**src/rtl/mul_seq_16b.sv**
```systemverilog
// -----------------------------------------------------------------------------
// mul_seq_16b
//   Multi-cycle unsigned 16x16 -> 32-bit shift-add multiplier. One rca_16b
//   instance is reused for 16 iterations, one partial-product add per cycle,
//   so the execute stage gets a multiply without a combinational array.
//
//   Ports:
//     clk    in   1   system clock, rising edge
//     rst    in   1   synchronous active-high reset
//     start  in   1   request a multiply (accepted only in IDLE or DONE)
//     A      in  16   multiplicand, unsigned, latched on accepted start
//     B      in  16   multiplier, unsigned, latched on accepted start
//     busy   out  1   high while iterating (RUN)
//     done   out  1   one-cycle pulse, P valid in that cycle
//     P      out 32   registered product, held until next completion/reset
//
// rca_16b
//   16-bit ripple-carry adder built from a chain of full-adder cells.
//
//   Ports:
//     A, B   in  16   addends
//     C_in   in   1   carry in
//     sum    out 16   sum
//     cout   out  1   carry out
// -----------------------------------------------------------------------------

module rca_16b (
  input  logic [15:0] A,
  input  logic [15:0] B,
  input  logic        C_in,
  output logic [15:0] sum,
  output logic        cout
);

  logic [16:0] carry;

  assign carry[0] = C_in;

  generate
    for (genvar gi = 0; gi < 16; gi++) begin : g_fa
      assign sum[gi]       = A[gi] ^ B[gi] ^ carry[gi];
      assign carry[gi + 1] = (A[gi] & B[gi]) | (carry[gi] & (A[gi] ^ B[gi]));
    end
  endgenerate

  assign cout = carry[16];

endmodule

module mul_seq_16b #(
  // Only 16 is supported: the adder instance is fixed at 16 bits.
  parameter int N     = 16,
  // Must be wide enough to hold the value N.
  parameter int CNT_W = 5
) (
  input  logic             clk,
  input  logic             rst,
  input  logic             start,
  input  logic [N-1:0]     A,
  input  logic [N-1:0]     B,
  output logic             busy,
  output logic             done,
  output logic [2*N-1:0]   P
);

  typedef enum logic [1:0] {
    IDLE = 2'd0,
    RUN  = 2'd1,
    DONE = 2'd2
  } state_t;

  state_t             state_reg;
  logic [N-1:0]       mcand_reg;
  logic [N-1:0]       acc_hi_reg;
  logic [N-1:0]       acc_lo_reg;
  logic [CNT_W-1:0]   cnt_reg;
  logic [2*N-1:0]     p_reg;

  logic [N-1:0]       addend;
  logic [N-1:0]       add_sum;
  logic               add_cout;
  logic [2*N-1:0]     acc_next;

  // Zero addend when the current multiplier bit is clear keeps the adder
  // inputs fully driven every cycle.
  assign addend = acc_lo_reg[0] ? mcand_reg : '0;

  rca_16b u_rca (
    .A    (acc_hi_reg),
    .B    (addend),
    .C_in (1'b0),
    .sum  (add_sum),
    .cout (add_cout)
  );

  // Right shift of the 33-bit {cout, sum, acc_lo}: the carry becomes the new
  // MSB of acc_hi, and the LSB of sum moves into acc_lo as the multiplier
  // bit just consumed drops off the bottom.
  assign acc_next = {add_cout, add_sum, acc_lo_reg[N-1:1]};

  always_ff @(posedge clk) begin
    if (rst) begin
      state_reg  <= IDLE;
      mcand_reg  <= '0;
      acc_hi_reg <= '0;
      acc_lo_reg <= '0;
      cnt_reg    <= '0;
      p_reg      <= '0;
    end else begin
      case (state_reg)
        RUN: begin
          acc_hi_reg <= acc_next[2*N-1:N];
          acc_lo_reg <= acc_next[N-1:0];
          cnt_reg    <= cnt_reg + CNT_W'(1);
          if (cnt_reg == CNT_W'(N - 1)) begin
            p_reg     <= acc_next;
            state_reg <= DONE;
          end
        end
        // IDLE and DONE accept a new operation identically, which gives
        // back-to-back issue straight out of DONE.
        default: begin
          if (start) begin
            mcand_reg  <= A;
            acc_lo_reg <= B;
            acc_hi_reg <= '0;
            cnt_reg    <= '0;
            state_reg  <= RUN;
          end else begin
            state_reg  <= IDLE;
          end
        end
      endcase
    end
  end

  // Moore outputs decoded from the state register only.
  assign busy = (state_reg == RUN);
  assign done = (state_reg == DONE);
  assign P    = p_reg;

endmodule

```
**config.mk**
```make
export PLATFORM = sky130hd
export DESIGN_NAME = mul_seq_16b
export DESIGN_NICKNAME = d
export VERILOG_FILES = /design/src/rtl/mul_seq_16b.sv
export SDC_FILE = /design/constraint.sdc
export NUM_CORES = 1
export LEC_CHECK = 0
export BUFFER_PORTS_ARGS = -buffer_cell sky130_fd_sc_hd__clkbuf_2
export CAP_MARGIN = 20
export CORE_UTILIZATION = 55
export DETAILED_ROUTE_END_ITERATION = 10
export GPL_ROUTABILITY_DRIVEN = 1
export PLACE_DENSITY = 0.87
export SLEW_MARGIN = 20
export SYNTH_ARGS = -nofsm -noshare
export SYNTH_HDL_FRONTEND = slang
export SYNTH_SLANG_ARGS = --single-unit
```
**constraint.sdc**
```tcl
create_clock -name clk -period 8.17 [get_ports clk]
set_input_delay 0.4085 -clock clk [delete_from_list [all_inputs] [get_ports clk]]
set_output_delay 0.4085 -clock clk [all_outputs]
set_load 0.05 [all_outputs]
```
Word-level counts from Yosys, hierarchy flattened
Index checks and enable logic that the tools add are counted.
- $add $sub $neg: 1
- equality and inequality tests: 4
- multiplexer cells: 10
- bitwise operators: 78
- reductions and logical operators: 3
- operator list (kind ; count):
    two-way mux 16 bit ; 5
    AND 1 bit ; 31
    bitwise XOR 1 bit ; 31
    bitwise OR 1 bit ; 15
    two-way mux 5 bit ; 2
    adder 5 x 1 -> 5 bit, second input constant ; 1
    == test 5 x 4 -> 1 bit, second input constant ; 1
    two-way mux 2 bit ; 2
    AND reduction 2 bit ; 2
    == test 2 x 1 -> 1 bit, second input constant ; 1
    == test 2 bit, second input constant ; 1
    != test 2 x 1 -> 1 bit, second input constant ; 1
    nonzero test 2 bit ; 1
    two-way mux 1 bit ; 1
    inverter 1 bit ; 1
- register bits after elaboration: 87
- input bits: 35
- output and inout bits: 34
- logic and storage cells: 102

Longest topological paths before layout
Gate-level depths: netlist of the first run.
- word-level depth: 33
- depth in mapped cells: 22
- depth with buffers taken out: 22

Hierarchy
From an unflattened synthesis of the first run, not the netlist that was laid out.
- cells, all modules: 366
- area, all modules: 3677.3 um^2
- by module, submodules not included (module ; instances ; cells each ; area each (um^2) ; sequential area each (um^2)):
    mul_seq_16b ; 1 ; 340 ; 3319.4 ; 1741.7
    rca_16b ; 1 ; 26 ; 357.8 ; 0.0

Least setup slack after synthesis of the first run
Ideal clock, no wire load.
- kind: register -> register
- start point: register acc_lo_reg[0]
- end point: register acc_hi_reg[14]
- setup time: 132 ps
- arrival: 6383 ps
- required time: 8038 ps
- setup slack: 1655 ps
- stages on the path, launching flop included: 22
- path buffers: 1
- clock period less this slack: 6515 ps
- path through: dfxtp_1 > clkbuf_1 > nand2_1 > fa_1 > fa_1 > fa_1 > fa_1 > fa_1 > fa_1 > fa_1 > fa_1 > fa_1 > fa_1 > fa_1 > fa_1 > inv_1 > fa_1 > fa_1 > inv_1 > fa_1 > nand2b_1 > a21oi_1
- cells in the longest elaborated chain, start to end: 32
- elaborated cells on any way between the ends: 61
- those cells by class: mux (2); bitwise (59)
- RTL lines (item ; RTL line ; RTL):
    start: declaration ; 75 ; logic [N-1:0] acc_lo_reg;
    start signal: assignment ; 113 ; acc_lo_reg <= acc_next[N-1:0];
    two-way mux 16 bit (*) ; 86 ; assign addend = acc_lo_reg[0] ? mcand_reg : '0;
    AND 1 bit or bitwise XOR 1 bit (tied branches) ; 42 ; assign carry[gi + 1] = (A[gi] & B[gi]) | (carry[gi] & (A[gi] ^ B[gi]));
    AND 1 bit ; 42 ;
    bitwise OR 1 bit ; 42 ;
    AND 1 bit ; 42 ;
    bitwise OR 1 bit ; 42 ;
    AND 1 bit ; 42 ;
    bitwise OR 1 bit ; 42 ;
    [... 16 more ...] ; - ;
    AND 1 bit ; 42 ;
    bitwise OR 1 bit ; 42 ;
    AND 1 bit ; 42 ;
    bitwise OR 1 bit ; 42 ;
    AND 1 bit ; 42 ;
    bitwise OR 1 bit ; 42 ;
    bitwise XOR 1 bit (*) ; 41 ; assign sum[gi] = A[gi] ^ B[gi] ^ carry[gi];
    two-way mux 16 bit (*) ; 110 ; case (state_reg)
    end signal: assignment ; 112 ; acc_hi_reg <= acc_next[2*N-1:N];
    end: declaration ; 74 ; logic [N-1:0] acc_hi_reg;
Every way passes the cells marked *; elsewhere a longest branch is shown, timed or not.
A chain may end at the register's enable or synchronous reset.

Worst setup path after layout of the first run
Ends and elaborated chain as after synthesis.

==> metrics, run 1 <==
crit end category=register; sequential element share of the synthesized area=between 40% and 50%; Synth cell types=33; Simple-Gate Fraction of Synth Area=around an eighth; I/O pin cnt=69; Crit path largest cell delay=700 ps; Max VDD drop=roughly 0.11 mV; layout cells sized above 1=21.7%; Core Box Area=0.00646 mm^2; Final Non-Filler Cells=501; via-per-instance ratio=between 5 and 6; final instance area=between 0.004 and 0.005 mm^2; post-synthesis mux area share=under 10%; reg2reg end=acc_hi_reg[14]; Stages on worst setup path=22; final setup skew=6.83 ps; CTS tree=done; number of synthesized flops with an enable pin=0; DRT iter0 DRCs=approximately 190; R2R Setup Slk=between 1000 and 1500 ps; Routability Congestion=~0.76; gr ovfl total=0; RSZ-0062 raised after global routing=no; slowest CP cell=dfxtp_1; CTS root buf=clkbuf_8; f_max=between 100 and 150 MHz; fin. max-slew vios=0; die span in y=~84 um; post-synth top area share=between 40% and 50%; delay-heaviest family, CP=adder cells; DRC=10; Num CTS Buffers=9; port bufs=between 60 and 70; first-pass GRT wire length=about 13000 um; Synth Instances=371; min Tclk post-route=~7000 ps; classification of the worst-slack hold path=in2reg; Tcrit/Tclk final=86.2%; vias in the first global route=2802; placed cell area=0.00396 mm^2; Power Total=between 800 and 900 uW; Fin Setup TNS=0 ps; leakage power=between 0.0015 and 0.002 uW; Global Route Usage Sum=approximately a quarter; worst setup path start=acc_lo_reg[0]; die width=roughly 84 um; Power Dens Cells=~200 mW/mm^2; Critical Path RT=about 8400 ps; H-tree level count=3; share of async-settable or async-resettable flops after synthesis=0%; synth top area cells=dfxtp_1, fa_1, nand3_1; Max-slew headroom=a little under a third; pre-CTS setup slack=~1100 ps; status=finished, violations left; placed cell count=485; leading area contributor after synthesis=dfxtp_1; CP dominant cell by count=fa_1; clock tree buffer depth=2; post-layout net count=~470; # clock sinks=87; WS Path Type=reg2reg; worst-skew pair later-pin latency=between 300 and 400 ps; Synth Net Count=approximately 420; Synth Cell Area=~0.0037 mm^2; Avg Inst Size Synth=between 10 and 15 um^2; post-CTS resize count=0; Area growth syn-to-layout=12.4%; Routed WL per cell=~16 um; r2r startpoint=acc_lo_reg[0]; Initial Util=roughly 58%; failing checks=DRC; die area=~0.0071 mm^2; R2R depth=22; yosys warns=0; max reg flops=32; crit start category=register; total number of vias=about 2900; Worst Setup EP=acc_hi_reg[14]; PnR worst setup slack=1130 ps; initial antenna violation count=0; Synth Area in Compound Gates=18.8%; antenna cell count=0; Synth Area in XOR/XNOR=0%; hpwl dp=about 4800 um; Hold Fails Final Rpt=0; DRT Pass-1 Iters=7; synthesized flop and latch total=slightly below 90; worst-margin pin slew=around 1000 ps; largest family of logic cells by synthesized area=compound AO/OA/AOI/OAI gates; largest net degree at the start of global routing=between 70 and 80; Rows=29; Reg clk slew, reported paths=about 80 ps; Max Cap Viol=0; Buf/Inv on CP=3; dominant synthesized flop cell=dfxtp_1; Final setup viols=0; CTS Hold Buffers Added=0; CP Cell Sequence=and2_1, ha_1, inv_1, fa_1, fa_1, fa_1, fa_1, fa_1, fa_1, fa_1, fa_1, fa_1, fa_1, fa_1, fa_1, inv_1, fa_1, fa_1, inv_1, fa_1, nand2b_1, a21oi_1; Post-Synth Adder-Cell Area=9.06%; final WL=7770 um; Worst Path Arrival=just over 7000 ps; largest fanout on the critical path=17; Routed Antenna Nets=0; Setup Fix Bufs, Post-CTS=0
-- cell usage after synthesis (9+ instances only) --
cell type / number
a211oi_1: 17
a21oi_1: 36
a22o_1: 18
buf_2: 11
clkbuf_1: 9
dfxtp_1: 87
fa_1: 15
inv_1: 17
mux2i_1: 16
nand2_1: 16
nand2b_1: 16
nand3_1: 38
nor2_1: 16
o21ai_0: 16
o2bb2ai_1: 14
-- layer usage --
metal | vias to the layer above | track usage, % | part of all wire [%] | wire (um)
li1 | 1394 | - | - | -
met1 | 1404 | 28.1 | 42 | 3240
met2 | 69 | 39.7 | 51 | 3960
met3 | 10 | 5.80 | 5.6 | 435
met4 | 0 | 10.9 | 1.8 | 136
met5 | - | 0 | 0 | 0
-- kinds of logic (layout without fill, tap and decap cells) --
logic type               count (synthesis)  count (layout)
AO/OA/AOI/OAI                          104             104
flip-flops                              87              87
AND/OR/NAND/NOR                         94              94
multiplexers                            17              17
adder cells (fa/ha/maj)                 18              18
buffers and inverters                   51             104
-- worst reg2reg max path, stage by stage, from the launching register on --
cell and delay [ps]:
dfxtp_1 700, and2_1 230, ha_1 140, inv_1 40, fa_1 390, fa_1 390, fa_1 390, fa_1 390
fa_1 390, fa_1 380, fa_1 390, fa_1 390, fa_1 390, fa_1 390, fa_1 390, fa_1 370
inv_1 80, fa_1 180, fa_1 170, inv_1 50, fa_1 500, nand2b_1 110, a21oi_1 70
-- report_power, final --
part           internal [uW]  switching (uW)  total [uW]  leakage (uW)
Combinational           23.2            40.2        63.5      0.000803
Clock                    188             152         341      0.000112
Sequential               437            10.0         447      0.000708
-- worst min path at each step --
| stage | slack (ps) | from | depth (start not counted) | to |
|---|---|---|---|---|
| finish | 280 | A[4] | 3 | mcand_reg[4] |
| global route | 270 | A[3] | 3 | mcand_reg[3] |
| CTS | 270 | A[7] | 3 | mcand_reg[7] |
| detailed placement | 450 | P[27] | 1 | P[27] |
| global placement | 450 | P[27] | 1 | P[27] |
| floorplan | 450 | acc_hi_reg[10] | 2 | acc_hi_reg[10] |
-- placed cells by master, fill, tap and decap left out, drive strengths merged, types with 2 or more instances in the layout --
cell	synthesis	final
a211oi	17	17
a21oi	37	37
a22o	18	18
and2	3	3
bufinv	0	2
clkbuf	10	78
clkinvlp	0	2
dfxtp	87	87
fa	15	15
ha	3	3
inv	20	20
mux2i	16	16
nand2	16	16
nand2b	17	17
nand3	38	38
nor2	16	16
o21ai	16	16
o2bb2ai	14	14
-- cell type report --
class                   instances  area (um^2)
fillers                       518         2270
flip-flops and latches         87         1740
multi-input cells             233         1700
repair buffers                 68          340
clock buffers                  11          151
well taps                      77         96.3
inverters                      20         85.1
clock inverters                 5         80.1
-- stage by stage --
stage | util (%) | hold WS, ps
final | 64.9 | 275
after global routing | 64.9 | 273
after CTS | 64.9 | 272
after detailed placement | 61.3 | 448
after global placement | 61.3 | 447
after floorplan | - | 448
Note: power is estimated with default switching activity, not from simulation.
==> run 2: changes to the inputs <==
- CELL_PAD_IN_SITES_DETAIL_PLACEMENT: not set -> 1
- CELL_PAD_IN_SITES_GLOBAL_PLACEMENT: not set -> 1
- CORE_UTILIZATION: 55 -> 42
- PLACE_DENSITY: 0.87 -> 0.86
==> run 2 against run 1 <==
  * The run now ends clean
  * Critical path depth is the same
  * Core utilization fell by 16 points
  * Wire length rose by 15%
  * Setup slack lost 44 ps
  * Via count is 0.42% higher
  * Fmax shrank 0.62%
  * Hold slack gained 5.9 ps
  * Register-to-register slack worse by 40 ps
  * Sequential cell count unchanged
  * Sequential power about the same
  * Critical path type unchanged
==> metrics, run 2 (synthesis results as in run 1) <==
most frequent cells in the layout=dfxtp_1, clkbuf_2, nand3_1; Routed WL per cell=roughly 17 um; DRT Pass-1 Iters=4; grt met2 use=34.1%; fill count=about 1000; port bufs=just under 70; I/O pin cnt=about 70; gr ovfl total=0; # clock sinks=87; Max Cap Viol=0; die width=96.2 um; CTS root buf=clkbuf_8; RSZ-0062 raised after global routing=no; Stages on worst setup path=22; Critical Path RT=roughly 8400 ps; crit end category=register; Initial Util=43.0%; die area=between 0.009 and 0.01 mm^2; CTS tree=done; Fin Setup TNS=0 ps; vias in the first global route=between 2000 and 3000; Setup Fix Bufs, Post-CTS=0; most common cell after layout, fill and taps aside=dfxtp_1; final setup skew=7.79 ps; CTS Hold Buffers Added=0; post-layout net count=between 400 and 500; largest fanout on the critical path=17; leakage power=roughly 0.0016 uW; via-per-instance ratio=between 5 and 6; initial antenna violation count=0; Rows=34; clock tree buffer depth=2; hpwl dp=5770 um; post-CTS resize count=0; die span in y=roughly 96 um; DRC=0; Area growth syn-to-layout=13.1%; Worst Path Arrival=approximately 7300 ps; Min-Delay Path Depth=3; WS Path Type=reg2reg; worst-margin pin slew=between 1000 and 1500 ps; Global Route Usage Sum=roughly 21%; Core Box Area=just under 0.009 mm^2; Hold Fails Final Rpt=0; largest net degree at the start of global routing=73; Final setup viols=0; slowest CP cell=dfxtp_1; Routability Congestion=slightly above 0.7; status=finished, final reports clean; total number of vias=roughly 2900; Reg clk slew, reported paths=roughly 90 ps; Power Dens Cells=between 150 and 200 mW/mm^2; Tcrit/Tclk final=86.7%; layout cells sized above 1=21.6%; delay-heaviest family, CP=adder cells; PnR worst setup slack=around 1100 ps; min Tclk post-route=7090 ps; first-pass GRT wire length=14400 um; pre-CTS setup slack=1060 ps; Max VDD drop=0.0834 mV; fin. max-slew vios=0; Max-slew headroom=between 30% and 40%; Power Total=roughly 800 uW; Routed Antenna Nets=0; DRT iter0 DRCs=between 100 and 150; crit start category=register; max reg flops=32; Num CTS Buffers=9; CP dominant cell by count=fa_1; H-tree level count=3; Buf/Inv on CP=3; final WL=8910 um; worst-skew pair later-pin latency=between 300 and 400 ps; most used routing layer=met2; met1 Use GR=27.1%; Crit path largest cell delay=approximately 710 ps; CP Cell Sequence=and2_1, ha_1, inv_1, fa_1, fa_1, fa_1, fa_1, fa_1, fa_1, fa_1, fa_1, fa_1, fa_1, fa_1, fa_1, inv_1, fa_1, fa_1, inv_1, fa_1, nand2b_1, a21oi_1; antenna cell count=0; GR Util met3=3.48%; f_max=~140 MHz; R2R depth=22; classification of the worst-slack hold path=in2reg
[run 2: layout make-up]
class	instances	area [um^2]	area share (%)
Clock buffer	12	155	3.68
Clock inverter	4	53.8	1.28
Inverter	20	85.1	2.02
Multi-Input combinational cell	233	1700	40.2
Sequential cell	87	1740	41.3
Tap cell	108	135	3.21
Timing Repair Buffer	69	348	8.25
[run 2: power breakdown]
group,leakage (uW),switching (uW),internal [uW]
registers,0.000708,10.8,437
clock network,0.0000988,153,159
logic,0.000808,41.8,23.4
[run 2: layer usage]
metal | part of all wire (%) | wire [um] | vias up
met4 | 0.97 | 86 | 0
met1 | 47 | 4150 | 1443
met2 | 50 | 4420 | 41
li1 | - | - | 1397
met5 | 0 | 0 | -
met3 | 2.8 | 252 | 8
[run 2: path summary, 6_finish.rpt]
path	from	end	slack, ps
worst min register to register	P[20]	P[20]	470
worst max-delay path	acc_lo_reg[0]	acc_hi_reg[14]	1080
worst min-delay path	A[6]	mcand_reg[6]	280
worst max register to register	acc_lo_reg[0]	acc_hi_reg[14]	1080
[run 2: tightest hold or removal path: cells and delay by family]
kind                   cells  cell delay (ps)
AOI/OAI and AO/OA          1               50
buffers and inverters      1               80
and+or+nand+nor            1               50
[run 2: stage by stage]
step / util (%) / cell area, um^2 / hold slack (ps) / std cells
2_1_floorplan: - / 3730 / 448 / 371
3_3_place_gp: 46.2 / 4010 / 448 / 517
3_5_place_dp: 46.2 / 4010 / 452 / 517
4_1_cts: 48.6 / 4220 / 268 / 533
5_1_grt: 48.6 / 4220 / 275 / 533
6_report: 48.6 / 4220 / 281 / 533
